`src/rtl/median16_filter.sv`:
```
// Windowed median/min/max filter for the ADC capture path.
// A window of N unsigned W-bit samples is latched on an accepted start
// strobe, sorted in place by an N-phase odd-even transposition network
// (one phase per clock), and the median, minimum and maximum are then
// registered alongside a one-cycle median_valid pulse.
module median16_filter #(
  parameter int unsigned N = 16,
  parameter int unsigned W = 12
) (
  input  logic           clk,
  input  logic           rst,
  input  logic           start,
  input  logic [N*W-1:0] data_in,
  output logic           busy,
  output logic           median_valid,
  output logic [W-1:0]   median_out,
  output logic [W-1:0]   min_out,
  output logic [W-1:0]   max_out,
  output logic           overrun
);

  localparam int unsigned PW = (N > 2) ? $clog2(N) : 1;

  typedef enum logic [1:0] {
    IDLE = 2'd0,
    SORT = 2'd1,
    DONE = 2'd2
  } state_t;

  state_t         state;
  state_t         state_next;

  logic [W-1:0]   arr        [N];
  logic [W-1:0]   arr_phase  [N];
  logic [PW-1:0]  phase;
  logic           last_phase;
  logic           accept;
  logic [W:0]     mid_sum;

  assign last_phase = (phase == PW'(N - 1));
  assign accept     = (state == IDLE) && start;
  assign busy       = (state != IDLE);

  // Middle pair sum carries one extra bit so an all-ones pair cannot wrap.
  assign mid_sum    = {1'b0, arr[N/2-1]} + {1'b0, arr[N/2]};

  // State register.
  always_ff @(posedge clk or posedge rst) begin
    if (rst) begin
      state <= IDLE;
    end else begin
      state <= state_next;
    end
  end

  // Next-state logic: IDLE -> SORT on start, SORT for N phases, one DONE cycle.
  always_comb begin
    state_next = state;
    case (state)
      IDLE:    if (start)      state_next = SORT;
      SORT:    if (last_phase) state_next = DONE;
      DONE:                    state_next = IDLE;
      default:                 state_next = IDLE;
    endcase
  end

  // One transposition phase: even phases pair (0,1),(2,3)...; odd phases
  // pair (1,2),(3,4)... leaving both end slots untouched. Ties stay put.
  always_comb begin
    for (int unsigned i = 0; i < N; i++) begin
      arr_phase[i] = arr[i];
    end
    if (!phase[0]) begin
      for (int unsigned i = 0; i + 1 < N; i += 2) begin
        if (arr[i] > arr[i+1]) begin
          arr_phase[i]   = arr[i+1];
          arr_phase[i+1] = arr[i];
        end
      end
    end else begin
      for (int unsigned i = 1; i + 2 < N; i += 2) begin
        if (arr[i] > arr[i+1]) begin
          arr_phase[i]   = arr[i+1];
          arr_phase[i+1] = arr[i];
        end
      end
    end
  end

  // Sample array and phase counter: load on accepted start, step while sorting.
  always_ff @(posedge clk or posedge rst) begin
    if (rst) begin
      for (int unsigned i = 0; i < N; i++) begin
        arr[i] <= '0;
      end
      phase <= '0;
    end else if (accept) begin
      for (int unsigned i = 0; i < N; i++) begin
        arr[i] <= data_in[i*W +: W];
      end
      phase <= '0;
    end else if (state == SORT) begin
      for (int unsigned i = 0; i < N; i++) begin
        arr[i] <= arr_phase[i];
      end
      phase <= phase + 1'b1;
    end
  end

  // Result registers and status pulses; results hold between valid pulses.
  always_ff @(posedge clk or posedge rst) begin
    if (rst) begin
      median_valid <= 1'b0;
      overrun      <= 1'b0;
      median_out   <= '0;
      min_out      <= '0;
      max_out      <= '0;
    end else begin
      median_valid <= (state == DONE);
      overrun      <= start && (state != IDLE);
      if (state == DONE) begin
        median_out <= mid_sum[W:1];
        min_out    <= arr[0];
        max_out    <= arr[N-1];
      end
    end
  end

endmodule

```
`config.mk`:
```
export PLATFORM = sky130hd
export DESIGN_NAME = median16_filter
export DESIGN_NICKNAME = d
export VERILOG_FILES = /design/src/rtl/median16_filter.sv
export SDC_FILE = /design/constraint.sdc
export NUM_CORES = 1
export LEC_CHECK = 0
export ABC_AREA = 1
export CAP_MARGIN = 20
export CORE_ASPECT_RATIO = 0.9
export CORE_MARGIN = 1.5
export CORE_UTILIZATION = 50
export DETAILED_ROUTE_END_ITERATION = 10
export GPL_TIMING_DRIVEN = 0
export PLACE_DENSITY = 0.71
export REMOVE_ABC_BUFFERS = 1
export SETUP_SLACK_MARGIN = 0.5
export SYNTH_ARGS = -nofsm -noshare
export SYNTH_HDL_FRONTEND = slang
export SYNTH_SLANG_ARGS = --single-unit
```
`constraint.sdc`:
```
create_clock -name clk -period 21.6 [get_ports clk]
set_input_delay 2.16 -clock clk [delete_from_list [all_inputs] [get_ports clk]]
set_output_delay 2.16 -clock clk [all_outputs]
set_load 0.05 [all_outputs]
```
==> metrics.txt <==
total iterations of the first detailed-routing run=5; DR DRC count=0; Fill cells=about 3,200; DR vias=approximately 18,000; Core Box Area=approximately 35,000 um2; Max FO, Critical Path=roughly 130; Port Buffer Count=233; Setup CP Type=primary input to flop; grt total ovfl=0; Starting Density=roughly 50%; standard-cell rows=65; worst min path class=flop to flop; Worst-Margin Slew=1.05 ns; Clock Sinks=236; GR Layer Usage met3=~4.7%; Post-CTS Setup Bufs=0; Synth Warn #=0; commonest cells after routing, fill and taps aside=nand2_1 (947), inv_1 (333), dfrtp_1 (236), clkdlybuf4s50_1 (233), nand3_1 (223); Final setup viols=0; DR iter-0 viols=approximately 1,300; busiest layer in global routing=met2; CTS Buf Count=28; first-pass GRT wire length=90.6 mm; CTS H-Tree Depth=1; Yosys cell types=31; Final Critical Period=5.98 ns; PostCTS Resize Cnt=0; Worst-path clk slew=0.07 ns; Final ANT Viol Nets=0; Via-to-Cell Ratio=5.60; Chip Height=about 180 um; Arr. time, crit path=approximately 6.4 ns; RSZ-0062 raised after global routing=no; Tcrit/Tclk final=approximately 28%; worst skew pair latency=~0.58 ns; IO Count=234; Syn Area/Cell=~7.1 um2; Max-cap violations=0; largest net degree at the start of global routing=130; grt met2 use=approximately half; pwr/cell area=approximately 150 nW/um2; Slew Limit Fails=0; CTS tree=done; GP Congestion=around 0.94; register area share after synthesis=33.5%; ant diodes=0; CTS root buf=clkbuf_16; Routed wire per std cell=18.2 um; commonest non-fill, non-tap cell in the layout=nand2_1; GRT Total Usage=a little under a third; max frequency=between 0.15 and 0.2 GHz; Die ar.=36,400 um2; Leakage=between 10 and 15 nW; status=completed; post-cts hold buffer count=0; dpl hpwl=41.1 mm; number of synthesized register bits=around 240; Hold Vio Cnt, Final=0; final net count=roughly 3,000; total wire length=between 50 and 60 mm; Layout Utilization=roughly 61%; synth-to-layout area growth=19.8%; vias in the first global route=16,722; met1 usage=43.5%; slew margin rel.=~30%; Mapped Cells=2,481; Syn Std Cell Area=~18,000 um2; VDD IR-drop max=138 uV; power consumption=3.17 mW; CP Data Required Time=approximately 22 ns; Crit. End Element=flop; setup tns final=0 ns; Final Skew=0.0164 ns; layout cell share with drive strength beyond 1=roughly 2.9%; DIE WIDTH=between 200 and 250 um; initial antenna violation count=0; Setup crit start kind=primary input; clk buf depth=3
[path summary, 6_finish.rpt]
check | depth (start not counted) | startpoint | end | slack, ns
max in group asynchronous | 4 | rst | arr[173] | 18.35
setup / recovery | 11 | start | arr[104] | 15.62
hold reg to reg | 2 | median_out[4] | median_out[4] | 0.48
min in group asynchronous | 2 | rst | median_out[9] | 1.94
setup reg to reg | 11 | state[0] | arr[104] | 17.19
hold / removal | 2 | median_out[4] | median_out[4] | 0.48
[routing by layer]
layer / wire (um) / part of all wire (%) / up-vias
li1: - / - / 8465
met1: 25700 / 45 / 8298
met2: 25300 / 44 / 635
met3: 3760 / 6.6 / 106
met4: 2150 / 3.8 / 0
met5: 0 / 0 / -
[worst max-delay path, stage by stage]
cell and delay, ns:
clkdlybuf4s50_1 0.57, nand2_2 0.62, inv_6 0.77, buf_16 0.44, nor2_8 0.07, inv_4 0.19
nand2_4 0.20, nand2_2 0.55, nand2_1 0.57, nand2_1 0.20, nand2_1 0.06
[area by class of cell]
cell class,count,area (um2),area share (%)
Clock buffer,44,861,4.07
Clock inverter,5,61.3,0.290
Inverter,345,1310,6.20
Multi-Input combinational cell,1785,9910,46.9
Sequential cell,236,5910,28.0
Tap cell,469,587,2.78
Timing Repair Buffer,239,2490,11.8
[state kept, by name, indices dropped and copies added, names as in the netlist]
signal        cells
arr             192
max_out          12
median_out       12
median_valid      1
min_out          12
overrun           1
phase             4
state             2
[per-stage QoR]
step	cells	hold WS, ns	worst slack [ns]	cell area (um2)
after global placement	3068	0.458	9.18	20000
after CTS	3122	0.485	15.58	21100
final	3123	0.480	15.62	21100
after floorplan	2366	0.453	12.97	17100
after detailed placement	3073	0.468	14.99	20200
after global routing	3123	0.498	15.36	21100
[cells in the mapped netlist, drive strengths merged]
| library cell | instances | area share (%) |
|---|---|---|
| o31ai | 1 | 0.043 |
| fa | 1 | 0.11 |
| ha | 193 | 14 |
| clkbuf | 48 | 1.0 |
| a22o | 1 | 0.050 |
| a21o | 15 | 0.64 |
| nand3 | 223 | 6.3 |
| a21oi | 57 | 1.6 |
| nand4 | 24 | 0.85 |
| a211oi | 1 | 0.043 |
| dfrtp | 236 | 33 |
| nand2 | 959 | 21 |
| xnor2 | 1 | 0.050 |
| nor3 | 2 | 0.057 |
| buf | 67 | 2.1 |
| and2 | 3 | 0.11 |
| nor2 | 76 | 1.8 |
| o211ai | 1 | 0.043 |
| o21bai | 1 | 0.043 |
| o21ai | 58 | 1.6 |
| o221ai | 168 | 8.3 |
| inv | 345 | 7.4 |
[logic make-up after synthesis]
logic type      Yosys count  synth area share (%)
compound gates          303                  12.5
xor+xnor                  1                0.0497
fa+ha+maj               194                  13.8
buf+inv                 460                  10.5
flops                   236                  33.5
simple gates           1287                  29.7
[report_power, final]
group	internal [mW]	switching (mW)	leakage, nW
combinational	0.607	1.37	7.30
sequential	0.592	0.111	3.11
clock	0.283	0.202	0.457
(Power assumes the default switching activity.)
